$ cat src/rtl/spm_stream_ctrl.sv
// spm_stream_ctrl
//   Upstream sequencer for spm_top. Accepts a signed operand pair on a valid/ready
//   input stream, presents it to spm_top on spm_mc/spm_mp, and raises spm_start.
//   The operands are stable for one cycle before spm_start rises. When spm_done
//   fires, the controller captures the product and offers it on a valid/ready
//   result stream. A watchdog ends the operation with out_err=1 and out_prod=0
//   if spm_done never arrives within TIMEOUT start-high cycles.
//
// Ports
//   clk, rst               clock (rising edge), asynchronous active-high reset
//   in_valid/in_ready      operand stream handshake; in_ready is high only in IDLE
//   in_mc, in_mp           signed operands (WIDTH)
//   out_valid/out_ready    result stream handshake
//   out_prod, out_err      signed 2*WIDTH product; error flag for a timeout (prod=0)
//   spm_mc, spm_mp         operands to spm_top, held from one acceptance to the next
//   spm_start              start to spm_top, high exactly while in RUN
//   spm_prod, spm_done     result from spm_top; done is ignored outside RUN
//   busy                   high whenever the FSM is not IDLE
//
// Optional feature
//   SPM_CTRL_ZERO_BYPASS_EN: when defined, a pair with a zero operand goes directly
//   from IDLE to DONE with out_prod=0, and spm_start is never raised for that pair.
module spm_stream_ctrl #(
  parameter int WIDTH    = 32,
  parameter int TIMEOUT  = 80,
  parameter int IDLE_GAP = 1
) (
  input  logic                        clk,
  input  logic                        rst,
  input  logic                        in_valid,
  output logic                        in_ready,
  input  logic signed [WIDTH-1:0]     in_mc,
  input  logic signed [WIDTH-1:0]     in_mp,
  output logic                        out_valid,
  input  logic                        out_ready,
  output logic signed [2*WIDTH-1:0]   out_prod,
  output logic                        out_err,
  output logic signed [WIDTH-1:0]     spm_mc,
  output logic signed [WIDTH-1:0]     spm_mp,
  output logic                        spm_start,
  input  logic signed [2*WIDTH-1:0]   spm_prod,
  input  logic                        spm_done,
  output logic                        busy
);

  localparam int CNT_W = $clog2(TIMEOUT + 1);
  localparam int GAP_W = 4;

  typedef enum logic [2:0] {
    S_IDLE,
    S_LOAD,
    S_RUN,
    S_DONE,
    S_GAP
  } state_t;

  state_t           state;
  state_t           state_next;
  logic [CNT_W-1:0] cnt;
  logic [GAP_W-1:0] gap_cnt;
  logic             accept;
  logic             zero_pair;
  logic             run_done;
  logic             run_timeout;

  // Watchdog counter increment that sticks at all-ones instead of wrapping.
  function automatic logic [CNT_W-1:0] sat_inc(input logic [CNT_W-1:0] v);
    sat_inc = (v == {CNT_W{1'b1}}) ? v : v + 1'b1;
  endfunction

  assign in_ready = (state == S_IDLE);
  assign busy     = (state != S_IDLE);

  always_comb begin
    accept      = in_valid && (state == S_IDLE);
`ifdef SPM_CTRL_ZERO_BYPASS_EN
    zero_pair   = (in_mc == '0) || (in_mp == '0);
`else
    zero_pair   = 1'b0;
`endif
    // done has priority over a timeout that expires in the same cycle
    run_done    = (state == S_RUN) && spm_done;
    run_timeout = (state == S_RUN) && !spm_done && (cnt == CNT_W'(TIMEOUT - 1));
    state_next  = state;
    unique case (state)
      S_IDLE: if (accept) state_next = zero_pair ? S_DONE : S_LOAD;
      S_LOAD: state_next = S_RUN;
      S_RUN:  if (run_done || run_timeout) state_next = S_DONE;
      S_DONE: if (out_ready) state_next = S_GAP;
      S_GAP:  if (gap_cnt == GAP_W'(IDLE_GAP - 1)) state_next = S_IDLE;
      default: state_next = S_IDLE;
    endcase
  end

  // State register
  always_ff @(posedge clk or posedge rst) begin
    if (rst) state <= S_IDLE;
    else     state <= state_next;
  end

  // Registered outputs, watchdog and gap counters
  always_ff @(posedge clk or posedge rst) begin
    if (rst) begin
      spm_mc    <= '0;
      spm_mp    <= '0;
      spm_start <= 1'b0;
      out_valid <= 1'b0;
      out_err   <= 1'b0;
      out_prod  <= '0;
      cnt       <= '0;
      gap_cnt   <= '0;
    end else begin
      // Start follows the next state so it is high for exactly the RUN cycles.
      spm_start <= (state_next == S_RUN);

      if (accept) begin
        spm_mc <= in_mc;
        spm_mp <= in_mp;
      end

      if (state == S_LOAD)     cnt <= '0;
      else if (state == S_RUN) cnt <= sat_inc(cnt);

      if (state != S_GAP)      gap_cnt <= '0;
      else                     gap_cnt <= gap_cnt + 1'b1;

      if (run_done) begin
        out_prod  <= spm_prod;
        out_err   <= 1'b0;
        out_valid <= 1'b1;
      end else if (run_timeout) begin
        out_prod  <= '0;
        out_err   <= 1'b1;
        out_valid <= 1'b1;
      end else if (accept && zero_pair) begin
        out_prod  <= '0;
        out_err   <= 1'b0;
        out_valid <= 1'b1;
      end else if (state == S_DONE && out_ready) begin
        out_valid <= 1'b0;
      end
    end
  end

endmodule

$ cat config.mk
export PLATFORM = sky130hd
export DESIGN_NAME = spm_stream_ctrl
export DESIGN_NICKNAME = d
export VERILOG_FILES = /design/src/rtl/spm_stream_ctrl.sv
export SDC_FILE = /design/constraint.sdc
export NUM_CORES = 1
export LEC_CHECK = 0
export CAP_MARGIN = 30
export CORE_MARGIN = 10
export CORE_UTILIZATION = 45
export CTS_CLUSTER_SIZE = 14
export DETAILED_ROUTE_END_ITERATION = 8
export PLACE_DENSITY = 0.95
export REMOVE_ABC_BUFFERS = 1
export SETUP_SLACK_MARGIN = 0.15
export SLEW_MARGIN = 20
export SYNTH_ARGS = -nofsm -noshare
export SYNTH_HDL_FRONTEND = slang
export SYNTH_SLANG_ARGS = --single-unit
$ cat constraint.sdc
create_clock -name clk -period 8 [get_ports clk]
set_input_delay 1.6 -clock clk [delete_from_list [all_inputs] [get_ports clk]]
set_output_delay 1.6 -clock clk [all_outputs]
set_load 0.02 [all_outputs]
==> results_dict.tcl <==
set metrics [dict create \
    antenna_found_initial 1 \
    fp.dieW_um 135.4 \
    grt_usage 0.1972 \
    grt_first_pass_wirelength_mm 28.10 \
    synthAdderAreaFrac 0.006260 \
    critical_path.max_fanout 9 \
    nets 895 \
    grt_busiest_layer "met2" \
    worst_ep_arrival_time_ns 1.92 \
    yosysWarnings 0 \
    core_area_um2 13140 \
    p_leak_nw 4.195 \
    async_reset_ff_frac 1.000 \
    crit_path_end_kind "output pin" \
    hold_class "flop to flop" \
    routabilityCongestion 0.8297 \
    tns_ns 0 \
    yosysSeqAreaShare 0.6052 \
    cp_num_cells 2 \
    period_share 0.4405 \
    start_util 0.4564 \
    synth_xor_area_frac 0.002922 \
    overflow 0 \
    numPortBuffers 265 \
    tightest_slew_ns 0.8220 \
    use_met1 0.2290 \
    clock-root-buffer "clkbuf_16" \
    drt_iter0_markers 239 \
    cts_tree "built" \
    synth_top_family_by_area "compound AO/OA/AOI/OAI gates" \
    multiInputGateArea_um2 1971 \
    h-tree-depth 4 \
    synth.area.mux_share 0.1269 \
    drive_above_1_share 0.1077 \
    final_cell_mix "clkdlybuf4s50_1, dfrtp_1, inv_1" \
    clock.fmax_mhz 283.8 \
    die_y_um 135.4 \
    maxSlewHeadroom 0.4520 \
    grt_max_degree 68 \
    synth_compound_area_frac 0.1521 \
    clockBufferDepth 2 \
    wl_per_cell_um 19.37 \
    crit_required_ns 6.40 \
    cts_resized 0 \
    post_dp_cell_area_um2 8793 \
    first_pass_iters 6 \
    path_cells "nor3_1 > clkdlybuf4s50_1" \
    cts_hold_buffers 0 \
    num_rows 42 \
    synth_edf_count 0 \
    die-area_um2 18340 \
    numCtsBuffers 17 \
    postSynthCellCount 501 \
    ant_nets 0 \
    yosys.area_share.simple 0.03589 \
    skew_ns 0.006705 \
    hold_viol_final 0 \
    synth_area_per_cell_um2 11.97 \
    clkTransAtPathRegs_ns 0.06 \
    grt_use_met3 0.08939 \
    place_hpwl_mm 13.64 \
    cp_top_family "buffers and inverters" \
    ff2ff_path_depth 4 \
    crit_type "flop to output pin" \
    cp_num_buf_inv 1 \
    antenna_cells 0 \
    rsz0062_at_grt "no" \
    seqCellArea_um2 3628 \
    synth_seq_cells 145 \
    area_growth_pct 57.91 \
    setup_violations 0 \
    ys.flop_type "dfrtp_1" \
    reg2reg_slack_ns 5.75 \
    cpMaxStageDelayCell "clkdlybuf4s50_1" \
    use_met2 0.3212 \
    max_stage_delay_ns 0.67 \
    grt_pass1_vias 5001 \
    io_pins 266 \
    clk_latency_ns 0.41 \
    drc 0 \
    hold_depth 1 \
    worst_setup_path_start_kind "flop" \
    postLayoutCellArea_um2 9468 \
    clock_sinks 145 \
    synth_cell_type_count 40 \
    finalMaxSlewViolations 0 \
    vias 4881 \
    ir_worst_vdd_uv 252.7 \
    fillers 867 \
    drv_cap 0 \
    cts_setup_buffers 0 \
    status "complete, no violations" \
    synth_area_um2 5996 \
    power_density_nw_per_um2 444.1 \
    vias_per_cell 5.154 \
    final.min_clock_period_ns 3.524 \
    routed_wl_mm 18.34 \
    final_common_cell "clkdlybuf4s50_1" \
]
## flip-flops by register name, indices dropped and copies added (netlist names)
register / cells
out_prod: 64
gap_cnt: 4
spm_start: 1
out_valid: 1
state: 3
out_err: 1
spm_mc: 32
cnt: 7
spm_mp: 32
## cell type report
| class | instances | area share |
|---|---|---|
| clock buffer | 21 | 0.04969 |
| clock inverter | 10 | 0.02154 |
| tap | 176 | 0.02326 |
| inverter | 69 | 0.02788 |
| sequential | 145 | 0.3832 |
| timing repair buffer | 271 | 0.2862 |
| multi-input combinational | 255 | 0.2081 |
## worst reg2reg max path, delay by kind of cell (launching register included)
kind          cells  cell delay [ns]
simple gates      2             0.55
mux               1             0.47
buf+inv           1             0.62
flops             1             0.49
## path summary, 6_finish.rpt
check / start / endpoint
worst max-delay path: state[2] / in_ready
worst min-delay path: spm_mc[20] / spm_mc[20]
worst max register to register: state[2] / spm_mc[12]
worst min register to register: spm_mc[20] / spm_mc[20]
max in group asynchronous: rst / out_prod[11]
min in group asynchronous: rst / spm_mc[29]
## cells by family (layout without fill, tap and decap cells)
| kind of cell | count (synthesis) | in the layout |
|---|---|---|
| multiplexers | 68 | 68 |
| AO/OA/AOI/OAI | 144 | 144 |
| XOR/XNOR | 2 | 2 |
| AND/OR/NAND/NOR | 38 | 38 |
| adder cells (fa/ha/maj) | 3 | 3 |
| flip-flops | 145 | 145 |
| buffers and inverters | 101 | 371 |
## cell usage after synthesis (2+ instances only)
master / count / share of area
and2_1: 2 / 0.0021
nor3_1: 4 / 0.0033
inv_1: 69 / 0.043
buf_4: 6 / 0.0075
clkbuf_1: 13 / 0.0081
mux2_2: 38 / 0.071
nand4_1: 2 / 0.0021
o21ai_1: 8 / 0.0067
and3_1: 4 / 0.0042
nand2_1: 11 / 0.0069
nor2_1: 5 / 0.0031
o211ai_1: 2 / 0.0025
o21ai_0: 61 / 0.051
mux2_1: 26 / 0.049
a22oi_1: 64 / 0.080
dfrtp_1: 145 / 0.61
buf_2: 12 / 0.010
nand3_1: 2 / 0.0017
ha_1: 3 / 0.0063
mux2i_1: 4 / 0.0067
## routing by layer
metal | part of all wire | vias up | wire [um]
met5 | 0.00060 | - | 11
met4 | 0.015 | 2 | 282
met3 | 0.10 | 23 | 1829
met2 | 0.47 | 228 | 8662
met1 | 0.41 | 2368 | 7553
li1 | - | 2260 | -
## metrics by stage
stage	worst slack, ns	power, mW	instances	hold slack, ns	util
2_1_floorplan	1.475	2.343	469	0.4530	-
3_3_place_gp	4.395	3.254	915	0.4662	0.6678
3_5_place_dp	4.623	3.338	916	0.4751	0.6693
4_1_cts	4.440	4.251	947	0.4876	0.7207
5_1_grt	4.369	4.435	947	0.4955	0.7207
6_report	4.476	4.204	947	0.4827	0.7207
## power breakdown
part	leakage, nW	switching, mW	total (mW)	internal, mW
Clock	0.333	0.290	0.897	0.607
Combinational	2.18	0.988	1.97	0.979
Sequential	1.68	0.254	1.34	1.09
Total	4.20	1.53	4.20	2.67
No activity file was read; power rests on OpenSTA's default activity.
